## src/rtl/rv_pkg.sv

```systemverilog
// Shared RISC-V front-end constants used by the fetch stage and its
// neighbours.
package rv_pkg;

    localparam int          XLEN     = 32;
    localparam logic [31:0] RESET_PC = 32'h0000_0000;
    localparam logic [31:0] PC_STEP  = 32'd4;

    localparam logic [6:0] OP_LOAD   = 7'b0000011;
    localparam logic [6:0] OP_STORE  = 7'b0100011;
    localparam logic [6:0] OP_RTYPE  = 7'b0110011;
    localparam logic [6:0] OP_BRANCH = 7'b1100011;

endpackage

```

## src/rtl/fetch_fifo.sv

```systemverilog
// Prefetch FIFO holding {instruction, pc} pairs between memory and decode.
// Clear takes priority over push and pop in the same cycle.
import rv_pkg::*;

module fetch_fifo #(
    parameter int DEPTH = 2,
    parameter int WIDTH = 64,
    localparam int AW = (DEPTH > 1) ? $clog2(DEPTH) : 1,
    localparam int CW = $clog2(DEPTH) + 1
) (
    input  logic             clk,
    input  logic             rst,
    input  logic             push,
    input  logic [WIDTH-1:0] push_data,
    input  logic             pop,
    input  logic             clear,
    output logic [WIDTH-1:0] head_data,
    output logic [CW-1:0]    count,
    output logic             empty,
    output logic             full
);

    localparam logic [CW-1:0] DEPTH_CNT = DEPTH[CW-1:0];

    logic [WIDTH-1:0] mem_q [DEPTH];
    logic [WIDTH-1:0] mem_d [DEPTH];
    logic [AW-1:0]    wr_ptr_q, wr_ptr_d;
    logic [AW-1:0]    rd_ptr_q, rd_ptr_d;
    logic [CW-1:0]    count_q, count_d;
    logic             do_push_s, do_pop_s;

    // Next-state for storage, pointers and occupancy.
    always_comb begin
        do_pop_s  = pop && (count_q != {CW{1'b0}});
        do_push_s = push && ((count_q != DEPTH_CNT) || do_pop_s);
        mem_d     = mem_q;
        wr_ptr_d  = wr_ptr_q;
        rd_ptr_d  = rd_ptr_q;
        count_d   = count_q;
        if (clear) begin
            wr_ptr_d = {AW{1'b0}};
            rd_ptr_d = {AW{1'b0}};
            count_d  = {CW{1'b0}};
        end else begin
            if (do_push_s) begin
                mem_d[wr_ptr_q] = push_data;
                wr_ptr_d        = wr_ptr_q + AW'(1'b1);
            end else begin
                wr_ptr_d = wr_ptr_q;
            end
            if (do_pop_s) begin
                rd_ptr_d = rd_ptr_q + AW'(1'b1);
            end else begin
                rd_ptr_d = rd_ptr_q;
            end
            count_d = count_q + CW'(do_push_s) - CW'(do_pop_s);
        end
    end

    // State registers.
    always_ff @(posedge clk or negedge rst) begin
        if (!rst) begin
            for (int i = 0; i < DEPTH; i++) begin
                mem_q[i] <= {WIDTH{1'b0}};
            end
            wr_ptr_q <= {AW{1'b0}};
            rd_ptr_q <= {AW{1'b0}};
            count_q  <= {CW{1'b0}};
        end else begin
            mem_q    <= mem_d;
            wr_ptr_q <= wr_ptr_d;
            rd_ptr_q <= rd_ptr_d;
            count_q  <= count_d;
        end
    end

    // Status and head view.
    always_comb begin
        head_data = mem_q[rd_ptr_q];
        count     = count_q;
        empty     = (count_q == {CW{1'b0}});
        full      = (count_q == DEPTH_CNT);
    end

endmodule

```

## src/rtl/fetch_stage_chk.sv

```systemverilog
// Run-time invariants of the fetch stage: the request gate must keep the
// prefetch FIFO from overflowing, and discards never exceed outstanding.
module fetch_stage_chk #(
    parameter int CW = 2
) (
    input logic          clk,
    input logic          rst,
    input logic          fifo_push,
    input logic          fifo_pop,
    input logic          fifo_clear,
    input logic          fifo_full,
    input logic [CW-1:0] inflight,
    input logic [CW-1:0] drop
);

    a_no_overflow: assert property (@(posedge clk) disable iff (!rst)
        !(fifo_push && fifo_full && !fifo_pop && !fifo_clear))
        else $error("fetch_stage: prefetch FIFO overflow");

    a_drop_bounded: assert property (@(posedge clk) disable iff (!rst)
        drop <= inflight)
        else $error("fetch_stage: drop count exceeds outstanding requests");

endmodule

```

## src/rtl/fetch_stage.sv

```systemverilog
// Instruction fetch stage: owns the PC, issues in-order memory requests,
// buffers responses with their PCs and hands them to decode.
import rv_pkg::*;

module fetch_stage #(
    parameter int              XLEN     = rv_pkg::XLEN,
    parameter logic [XLEN-1:0] RESET_PC = XLEN'(rv_pkg::RESET_PC),
    parameter int              DEPTH    = 2
) (
    input  logic            clk,
    input  logic            rst,
    output logic            imem_req_valid,
    input  logic            imem_req_ready,
    output logic [XLEN-1:0] imem_req_addr,
    input  logic            imem_rsp_valid,
    input  logic [XLEN-1:0] imem_rsp_data,
    output logic            if_valid,
    input  logic            id_ready,
    output logic [XLEN-1:0] if_instr,
    output logic [XLEN-1:0] if_pc,
    input  logic            redirect_valid,
    input  logic [XLEN-1:0] redirect_pc
);

    localparam int            CW        = $clog2(DEPTH) + 1;
    localparam logic [CW:0]   DEPTH_OCC = DEPTH[CW:0];
    localparam logic [XLEN-1:0] STEP    = XLEN'(PC_STEP);

    logic [XLEN-1:0]   fetch_pc_q, fetch_pc_d;
    logic [XLEN-1:0]   exp_pc_q, exp_pc_d;
    logic [CW-1:0]     inflight_q, inflight_d;
    logic [CW-1:0]     drop_q, drop_d;

    logic [CW-1:0]     fifo_count_s;
    logic              fifo_empty_s, fifo_full_s;
    logic [2*XLEN-1:0] fifo_head_s;
    logic [2*XLEN-1:0] fifo_wdata_s;
    logic [CW:0]       occupancy_s;
    logic [XLEN-1:0]   target_s;
    logic              req_valid_s, fire_s, push_s, pop_s, if_valid_s;

    // Handshake decisions for this cycle.
    always_comb begin
        occupancy_s  = {1'b0, inflight_q} + {1'b0, fifo_count_s};
        req_valid_s  = rst && !redirect_valid && (occupancy_s < DEPTH_OCC);
        fire_s       = req_valid_s && imem_req_ready;
        if_valid_s   = !fifo_empty_s && !redirect_valid;
        pop_s        = if_valid_s && id_ready;
        push_s       = imem_rsp_valid && (drop_q == {CW{1'b0}}) && !redirect_valid;
        target_s     = {redirect_pc[XLEN-1:2], 2'b00};
        fifo_wdata_s = {imem_rsp_data, exp_pc_q};
    end

    // PC and outstanding-response bookkeeping.
    always_comb begin
        inflight_d = inflight_q + CW'(fire_s) - CW'(imem_rsp_valid);
        if (redirect_valid) begin
            fetch_pc_d = target_s;
            exp_pc_d   = target_s;
            // inflight already includes responses earmarked for dropping,
            // so everything still outstanding after this cycle is stale.
            drop_d     = inflight_q - CW'(imem_rsp_valid);
        end else begin
            fetch_pc_d = fire_s ? (fetch_pc_q + STEP) : fetch_pc_q;
            exp_pc_d   = push_s ? (exp_pc_q + STEP) : exp_pc_q;
            if (imem_rsp_valid && (drop_q != {CW{1'b0}})) begin
                drop_d = drop_q - CW'(1'b1);
            end else begin
                drop_d = drop_q;
            end
        end
    end

    // State registers.
    always_ff @(posedge clk or negedge rst) begin
        if (!rst) begin
            fetch_pc_q <= RESET_PC;
            exp_pc_q   <= RESET_PC;
            inflight_q <= {CW{1'b0}};
            drop_q     <= {CW{1'b0}};
        end else begin
            fetch_pc_q <= fetch_pc_d;
            exp_pc_q   <= exp_pc_d;
            inflight_q <= inflight_d;
            drop_q     <= drop_d;
        end
    end

    fetch_fifo #(
        .DEPTH (DEPTH),
        .WIDTH (2 * XLEN)
    ) u_fifo (
        .clk       (clk),
        .rst       (rst),
        .push      (push_s),
        .push_data (fifo_wdata_s),
        .pop       (pop_s),
        .clear     (redirect_valid),
        .head_data (fifo_head_s),
        .count     (fifo_count_s),
        .empty     (fifo_empty_s),
        .full      (fifo_full_s)
    );

    // Port view; the decode payload reads as zero whenever the FIFO is empty.
    always_comb begin
        imem_req_valid = req_valid_s;
        imem_req_addr  = fetch_pc_q;
        if_valid       = if_valid_s;
        if (fifo_empty_s) begin
            if_instr = {XLEN{1'b0}};
            if_pc    = {XLEN{1'b0}};
        end else begin
            if_instr = fifo_head_s[2*XLEN-1:XLEN];
            if_pc    = fifo_head_s[XLEN-1:0];
        end
    end

    fetch_stage_chk #(
        .CW (CW)
    ) u_chk (
        .clk        (clk),
        .rst        (rst),
        .fifo_push  (push_s),
        .fifo_pop   (pop_s),
        .fifo_clear (redirect_valid),
        .fifo_full  (fifo_full_s),
        .inflight   (inflight_q),
        .drop       (drop_q)
    );

endmodule
```

## config.mk

```make
export PLATFORM = sky130hd
export DESIGN_NAME = fetch_stage
export DESIGN_NICKNAME = d
export VERILOG_FILES = /design/src/rtl/rv_pkg.sv /design/src/rtl/fetch_fifo.sv /design/src/rtl/fetch_stage_chk.sv /design/src/rtl/fetch_stage.sv
export SDC_FILE = /design/constraint.sdc
export NUM_CORES = 1
export LEC_CHECK = 0
export BUFFER_PORTS_ARGS = -buffer_cell sky130_fd_sc_hd__buf_4
export CAP_MARGIN = 25
export CORE_UTILIZATION = 30
export CTS_CLUSTER_DIAMETER = 120
export DETAILED_ROUTE_END_ITERATION = 8
export PLACE_DENSITY_LB_ADDON = 0.1
export SLEW_MARGIN = 25
export SYNTH_ARGS = -nofsm -noshare
export SYNTH_HDL_FRONTEND = slang
export SYNTH_HIERARCHICAL = 1
export SYNTH_SLANG_ARGS = --single-unit
```

## constraint.sdc

```tcl
create_clock -name clk -period 3.3 [get_ports clk]
set_clock_uncertainty 0.1 [all_clocks]
set_input_delay 0.495 -clock clk [delete_from_list [all_inputs] [get_ports clk]]
set_output_delay 0.495 -clock clk [all_outputs]
set_load 0.02 [all_outputs]
```

==> flow_summary.json, run 1 <==
{
  "clk_latency_ns": 0.44,
  "setup_viol": 0,
  "grt-ovfl-total": 0,
  "netlist_instances": 869,
  "grt_max_degree": 136,
  "grt_use_met3_pct": 3.26,
  "critPathMaxFanout": 6,
  "path_cells": "and2_1 -> fa_1 -> or4b_4 -> or4_1 -> or2_4 -> a211oi_1",
  "cts_max_level": 4,
  "antenna_cells": 0,
  "slew_headroom_pct": 47.5,
  "synthToLayoutAreaGrowth_pct": 22.7,
  "start_kind": "register",
  "report.final.slew_viol_count": 0,
  "maxCapViolCount": 0,
  "fin_ws_ns": 0.228,
  "gp_congestion": 0.813,
  "required_ns": 3.55,
  "critPathKind": "register to register",
  "fp.dieW_um": 188,
  "post-place-ws_ns": 0.216,
  "powerDensity_nw_per_um2": 648,
  "grt_use_met1_pct": 23.4,
  "reg2reg_to": "imem_req_addr[30]",
  "grt_pass1_vias": 7292,
  "grt_pass1_wl_um": 43000,
  "ir_worst_vdd_v": 0.000334,
  "nFillCells": 3345,
  "vias": 7254,
  "synth_area_um2": 10400,
  "max_slew.worst_pin.slew_ns": 0.788,
  "crit_end": "imem_req_addr[30]",
  "dieArea_um2": 35400,
  "cts_tree": "built",
  "multi_input_area_um2": 5140,
  "crit_arrival_ns": 3.32,
  "grt_usage_pct": 15.7,
  "cts-resized-gates": 0,
  "cpPeakStageDelay_ns": 0.66,
  "drtIter0Drc": 328,
  "placed_cells": 1452,
  "num_io_pins": 168,
  "cts_buffers": 17,
  "r2r_start": "u_fifo/count[0]",
  "period_needed_ns": 3.07,
  "fmax_ghz": 0.326,
  "wl_per_cell_um": 18.3,
  "layoutNonFillerInstCount": 1485,
  "regArea_um2": 4910,
  "leakage_nw": 5.52,
  "grtUsageMet2_pct": 22.5,
  "finalPower_mw": 8.27,
  "hold_viol": 0,
  "tns_ns": 0,
  "drive_gt1_share_pct": 41.5,
  "ys_warn_count": 6,
  "drc_errors": 0,
  "root_buffer": "clkbuf_16",
  "coreArea_um2": 33800,
  "numPortBuffers": 163,
  "cts_sinks": 196,
  "status": "finished clean",
  "postRouteAntennaNets": 0,
  "initial_core_util_pct": 30.8,
  "syn_avg_cell_area_um2": 12.0,
  "clk_pin_slew_ns": 0.08,
  "min_path_type": "primary input to register",
  "wirelength_um": 27100,
  "worst_path_max_delay_cell": "or4_1",
  "clk_path_buf_depth": 2,
  "avgViaCountPerCell": 4.88,
  "top_usage_layer": "met1",
  "antenna_found_initial": 0,
  "startpoint": "u_fifo/count[0]",
  "hold_ws_ns": 0.175,
  "final_nets": 1103,
  "dp_hpwl_um": 18500,
  "fin_crit_sh_pct": 93.1,
  "r2r_slack_ns": 0.23,
  "end_kind": "register",
  "num_rows": 67,
  "dr.pass1.iters": 4,
  "rsz0062_at_grt": "false",
  "ff2ff_path_depth": 6,
  "die_h_um": 188
}
## sequential cells by signal, indices dropped and copies added (netlist names)
name,count
u_fifo/rd_ptr_q,1
inflight_q,2
u_fifo/wr_ptr_q,1
drop_q,2
exp_pc_q,30
u_fifo/count,2
u_fifo/mem_q,128
imem_req_addr,30
## placed cells by master, fill, tap and decap left out, types with 7 or more instances in the layout
cell / count
nor2_1: 37
ha_1: 8
or4_1: 19
o21ai_0: 10
mux2_4: 60
nand4_1: 18
buf_12: 8
mux2_2: 139
nand2_1: 30
buf_4: 172
and4_1: 11
nor3_1: 10
nor4_1: 12
a21oi_1: 8
nor2b_1: 66
or3_1: 9
a31oi_1: 24
o31ai_1: 18
nand3_1: 22
a211oi_1: 15
dfrtp_1: 195
clkbuf_16: 17
inv_1: 19
and3_1: 7
xnor2_1: 22
## layer usage
metal / vias up / part of all wire (%)
met1: 3575 / 51
met5: - / 0
met2: 183 / 43
met3: 23 / 4.6
met4: 0 / 1.4
li1: 3473 / -
## what timing repair did
| action | CTS | global route |
|---|---|---|
| hold endpoints to repair | 7 | 0 |
| hold buffers | 1 | 0 |
| setup buffers | 0 | 0 |
## critical path: cells and delay by family (launching register included)
kind | cells | cell delay [ns]
flip-flops | 1 | 0.45
AO/OA/AOI/OAI | 1 | 0.19
AND/OR/NAND/NOR | 4 | 1.75
adder cells (fa/ha/maj) | 1 | 0.48
## area by class of cell
type	count	area share (%)
clock buffers	19	3.55
clock inverters	13	1.15
inverters	20	0.589
multi-input cells	607	40.3
flip-flops and latches	196	38.5
well taps	448	4.39
repair buffers	182	11.6
## power by group
part | internal [mW] | leakage (nW) | switching (mW)
Sequential | 3.15 | 2.43 | 0.480
Combinational | 1.49 | 2.81 | 0.979
Clock | 1.17 | 0.285 | 0.996
Total | 5.81 | 5.52 | 2.46
## worst min-delay path by stage
stage	start	endpoint	cells past startpoint	slack, ns
final	redirect_pc[4]	exp_pc_q[4]	2	0.18
after global routing	imem_rsp_data[31]	u_fifo/mem_q[63]	2	0.16
after CTS	redirect_pc[4]	exp_pc_q[4]	2	0.15
after detailed placement	rst	imem_req_addr[20]	1	0.24
after global placement	rst	imem_req_addr[20]	1	0.24
after floorplan	rst	drop_q[0]	0	0.1
## stage by stage
| stage | area, um^2 | utilization (%) |
|---|---|---|
| after global routing | 12800 | 37.8 |
| after CTS | 12800 | 37.8 |
| after floorplan | 10400 | - |
| final | 12800 | 37.8 |
| after global placement | 12100 | 36.0 |
| after detailed placement | 12100 | 36.0 |
(Power assumes the default switching activity.)
==> inputs of run 2 (changes only) <==
ABC_AREA = 1   (was not set)
==> run 2 against run 1 <==
  * Sequential share of layout area shrank 3.2 points
  * Area after synthesis is 14% higher
  * Fmax is 11% higher
  * Register-to-register slack better by 0.43 ns
  * Wire length up 37%
  * Count of clock-buffer cells in the layout is 1 higher
  * Sequential power grew 3%
  * Core utilization is 2.0 points lower
  * Critical path type is now register to output port
  * Largest power group unchanged
  * Highest routed layer unchanged
==> flow_summary.json, run 2 <==
{
  "largest_reg_flops": 128,
  "tns_ns": 0,
  "cts_max_level": 4,
  "cp.depth": 6,
  "synth_area_um2": 11800,
  "required_ns": 2.70,
  "ctsHoldBuffers": 1,
  "postRouteAntennaNets": 0,
  "root_buffer": "clkbuf_16",
  "crit_arrival_ns": 2.18,
  "grt_pass1_wl_um": 60100,
  "dr.pass1.iters": 4,
  "final_util_pct": 35.8,
  "ff2ff_path_depth": 9,
  "ir_worst_vdd_v": 0.000366,
  "cts-resized-gates": 0,
  "gp_congestion": 0.827,
  "fp.dieW_um": 201,
  "leakage_nw": 7.21,
  "report.final.slew_viol_count": 0,
  "synthToLayoutAreaGrowth_pct": 17.3,
  "clk_path_buf_depth": 2,
  "reg2reg_to": "inflight_q[1]",
  "coreArea_um2": 38800,
  "critPathKind": "register to output port",
  "critPathMaxFanout": 31,
  "num_rows": 72,
  "cpPeakStageDelay_ns": 0.71,
  "cts_sinks": 196,
  "drc_errors": 0,
  "hold_viol": 0,
  "setup_viol": 0,
  "die_h_um": 201,
  "start_kind": "register",
  "antenna_cells": 0,
  "maxCapViolCount": 0,
  "rsz0062_at_grt": "false",
  "slew_headroom_pct": 42.9,
  "cts_buffers": 17,
  "netlist_instances": 1667,
  "final_nets": 1865,
  "period_needed_ns": 2.78,
  "worst_path_max_delay_cell": "dfrtp_2",
  "drtIter0Drc": 535,
  "grt-ovfl-total": 0,
  "startpoint": "u_fifo/rd_ptr_q",
  "hold_ws_ns": 0.212,
  "max_slew.worst_pin.slew_ns": 0.857,
  "clk_pin_slew_ns": 0.08,
  "hold_start": "imem_rsp_data[14]",
  "fmax_ghz": 0.360,
  "fin_crit_sh_pct": 84.2,
  "end_kind": "output port",
  "powerDensity_nw_per_um2": 612,
  "r2r_start": "u_fifo/count[0]",
  "crit_buf_inv": 3,
  "path_delay_family": "flip-flops",
  "wl_per_cell_um": 16.0,
  "stdcell_area_um2": 13900,
  "place_area_um2": 13300,
  "crit_end": "if_instr[26]",
  "status": "finished clean",
  "dp_hpwl_um": 24500,
  "cts_setup_buffers": 0,
  "ys_warn_count": 6,
  "initial_core_util_pct": 30.5,
  "numPortBuffers": 163,
  "grt_usage_pct": 18.9,
  "clk_latency_ns": 0.44,
  "finalPower_mw": 8.51,
  "top_register": "u_fifo/mem_q",
  "dieArea_um2": 40300,
  "nFillCells": 4229,
  "grt_pass1_vias": 10700,
  "final_cell_mix": "nand2_1 (691), dfrtp_1 (195), buf_4 (184)",
  "regArea_um2": 4910,
  "wirelength_um": 37000,
  "drive_gt1_share_pct": 17.2,
  "syn_avg_cell_area_um2": 7.10,
  "num_io_pins": 168,
  "r2r_slack_ns": 0.66,
  "min_path_type": "primary input to register",
  "final_common_cell": "nand2_1",
  "antenna_found_initial": 0,
  "vias": 10800,
  "multi_input_area_um2": 5640,
  "avgViaCountPerCell": 4.65,
  "path_cells": "buf_4 -> nand2_1 -> nand2_1 -> inv_1 -> nor2_1 -> buf_4",
  "cts_tree": "built",
  "grt_max_degree": 99
}
run 2: cell types whose count changed in the layout (fill, tap and decap cells not counted), moves of 58 or more:
cell     before  now
nor2b_1      66    0
nand2_2       0   58
inv_1        19  164
nand4_1      18  131
nor2_1       37  138
mux2_4       60    0
nand2_1      30  691
mux2_2      139    0
run 2: tightest hold or removal path, stage by stage:
cell and delay (ns):
buf_4 0.08, nand4_1 0.08, nand2_1 0.07
run 2: metrics by stage:
stage / setup slack, ns / instances
after floorplan: 1.01 / 1672
after global routing: 0.345 / 2317
after detailed placement: 0.618 / 2284
final: 0.522 / 2317
after global placement: 0.643 / 2283
after CTS: 0.466 / 2317
run 2: final cells by class:
class | instances | area share, %
sequential | 196 | 35.3
clock buffer | 20 | 3.21
inverter | 169 | 4.58
timing repair buffer | 189 | 10.6
clock inverter | 12 | 1.06
multi-input combinational | 1213 | 40.6
tap | 518 | 4.66
run 2: layer usage:
metal | GRT usage [%] | part of all wire [%] | wire, um | vias up
met4 | 4.25 | 1.1 | 396 | 0
met3 | 2.69 | 3.5 | 1300 | 17
met1 | 26.5 | 49 | 18100 | 5099
met2 | 30.9 | 47 | 17300 | 215
li1 | - | - | - | 5448
met5 | 0 | 0 | 0 | -
run 2: how the worst min path moves through the flow:
stage               cells after the start                 to
floorplan                               0          drop_q[0]
global placement                        1   u_fifo/mem_q[68]
detailed placement                      1   u_fifo/mem_q[68]
CTS                                     3  u_fifo/mem_q[110]
global route                            3   u_fifo/mem_q[38]
finish                                  3   u_fifo/mem_q[46]
run 2: power breakdown:
| group | internal, mW | leakage (nW) | switching (mW) |
|---|---|---|---|
| Combinational | 0.992 | 4.41 | 1.59 |
| Clock | 1.16 | 0.284 | 1.02 |
| Sequential | 3.12 | 2.52 | 0.621 |
==> inputs of run 3 (changes only) <==
clock period = 2.82 ns   (was 3.3 ns; I/O delays follow)
==> run 3 against run 2 <==
  * Core utilization grew 0.31 points
  * Setup slack lost 0.34 ns
  * Non-clock buffer count grew 1
  * Count of clock-buffer cells in the layout shrank 3
  * Via count is essentially flat
  * Global-route usage shrank 0.38 points
  * Register-to-register slack lost 0.22 ns
  * Final area grew 0.87%
  * Critical path type unchanged
==> flow_summary.json, run 3 (synthesis results as in run 2) <==
{
  "status": "finished clean",
  "antenna_cells": 0,
  "r2r_start": "u_fifo/count[0]",
  "dr.pass1.iters": 5,
  "leakage_nw": 7.27,
  "clk_latency_ns": 0.45,
  "hold_viol": 0,
  "die_h_um": 201,
  "coreArea_um2": 38800,
  "avgViaCountPerCell": 4.65,
  "grt_pass1_vias": 10500,
  "startpoint": "u_fifo/rd_ptr_q",
  "fin_ws_ns": 0.187,
  "wirelength_um": 36700,
  "placed_cells": 2285,
  "cts_buffers": 17,
  "final_common_cell": "nand2_1",
  "num_io_pins": 168,
  "max_slew.worst_pin.slew_ns": 0.861,
  "top_register": "u_fifo/mem_q",
  "min_path_type": "primary input to register",
  "synthToLayoutAreaGrowth_pct": 18.4,
  "postRouteAntennaNets": 0,
  "fp.dieW_um": 201,
  "nFillCells": 4270,
  "final_cell_mix": "nand2_1 (691), dfrtp_1 (195), buf_4 (181)",
  "fmax_ghz": 0.380,
  "ir_worst_vdd_v": 0.000438,
  "end_kind": "output port",
  "report.final.slew_viol_count": 0,
  "start_kind": "register",
  "place_area_um2": 13300,
  "powerDensity_nw_per_um2": 731,
  "wl_per_cell_um": 15.8,
  "hold_ws_ns": 0.135,
  "critPathMaxFanout": 65,
  "rsz0062_at_grt": "false",
  "cts_tree": "built",
  "fin_crit_sh_pct": 93.4,
  "gp_congestion": 0.829,
  "stdcell_area_um2": 14000,
  "cts-resized-gates": 0,
  "grt_max_degree": 136,
  "vias": 10800,
  "drive_gt1_share_pct": 17.3,
  "num_rows": 72,
  "antenna_found_initial": 1,
  "ctsHoldBuffers": 1,
  "grt_pass1_wl_um": 58900,
  "cts_setup_buffers": 0,
  "initial_core_util_pct": 30.5,
  "numPortBuffers": 163,
  "crit_arrival_ns": 2.11,
  "grt-ovfl-total": 0,
  "final_util_pct": 36.1,
  "r2r_slack_ns": 0.44,
  "final_nets": 1866,
  "clk_pin_slew_ns": 0.08,
  "required_ns": 2.30,
  "slew_headroom_pct": 42.6,
  "drc_errors": 0,
  "finalPower_mw": 10.2,
  "crit_end": "if_pc[13]",
  "setup_viol": 0,
  "dp_hpwl_um": 24500,
  "maxCapViolCount": 0,
  "clk_path_buf_depth": 2,
  "drtIter0Drc": 516,
  "cts_sinks": 196,
  "layoutNonFillerInstCount": 2318,
  "dieArea_um2": 40300,
  "root_buffer": "clkbuf_16",
  "ff2ff_path_depth": 10,
  "post-place-ws_ns": 0.419,
  "reg2reg_to": "imem_req_addr[7]",
  "tns_ns": 0,
  "critPathKind": "register to output port",
  "grt_usage_pct": 18.6,
  "period_needed_ns": 2.63,
  "largest_reg_flops": 128,
  "cts_max_level": 4
}
run 3: changes by cell type in the layout (fill, tap and decap cells not counted):
cell and delta:
buf_12 +5, clkinvlp_4 -2, buf_4 -3, clkinv_4 -2
clkbuf_1 -2, bufinv_16 +3, buf_16 -1, clkbuf_8 -1
inv_6 +4
run 3: cell type report:
class | instances | area, um^2 | area share [%]
Clock buffer | 17 | 425 | 3.03
Clock inverter | 15 | 240 | 1.71
Inverter | 169 | 637 | 4.54
Multi-Input combinational cell | 1213 | 5640 | 40.2
Sequential cell | 196 | 4910 | 35.0
Tap cell | 518 | 648 | 4.62
Timing Repair Buffer | 190 | 1520 | 10.9
run 3: worst min-delay path by stage:
| stage | from | end | slack [ns] | cells past startpoint |
|---|---|---|---|---|
| after CTS | imem_rsp_data[0] | u_fifo/mem_q[96] | 0.11 | 3 |
| after global placement | rst | drop_q[0] | 0.15 | 1 |
| final | imem_rsp_data[0] | u_fifo/mem_q[96] | 0.14 | 3 |
| after floorplan | rst | drop_q[0] | 0.03 | 0 |
| after global routing | imem_rsp_data[0] | u_fifo/mem_q[96] | 0.12 | 3 |
| after detailed placement | rst | drop_q[0] | 0.16 | 1 |
run 3: routing by layer:
layer / up-vias / part of all wire (%) / track usage [%] / wire length (um)
met5: - / 0.033 / 0 / 12
met1: 5067 / 49 / 26.4 / 17900
li1: 5454 / - / - / -
met2: 233 / 46 / 29.6 / 16900
met4: 2 / 1.0 / 3.84 / 384
met3: 24 / 3.8 / 3.17 / 1410
run 3: report_power, final:
part           leakage, nW  internal, mW  switching [mW]
clock                0.326          1.61            1.22
sequential            2.52          3.65           0.722
combinational         4.42          1.18            1.86
run 3: critical path, stage by stage (launching register included):
cell and delay, ns:
dfrtp_2 0.37, buf_4 0.69, nand2_1 0.10, nand2_1 0.11, inv_1 0.05, nor2_1 0.16
buf_4 0.18
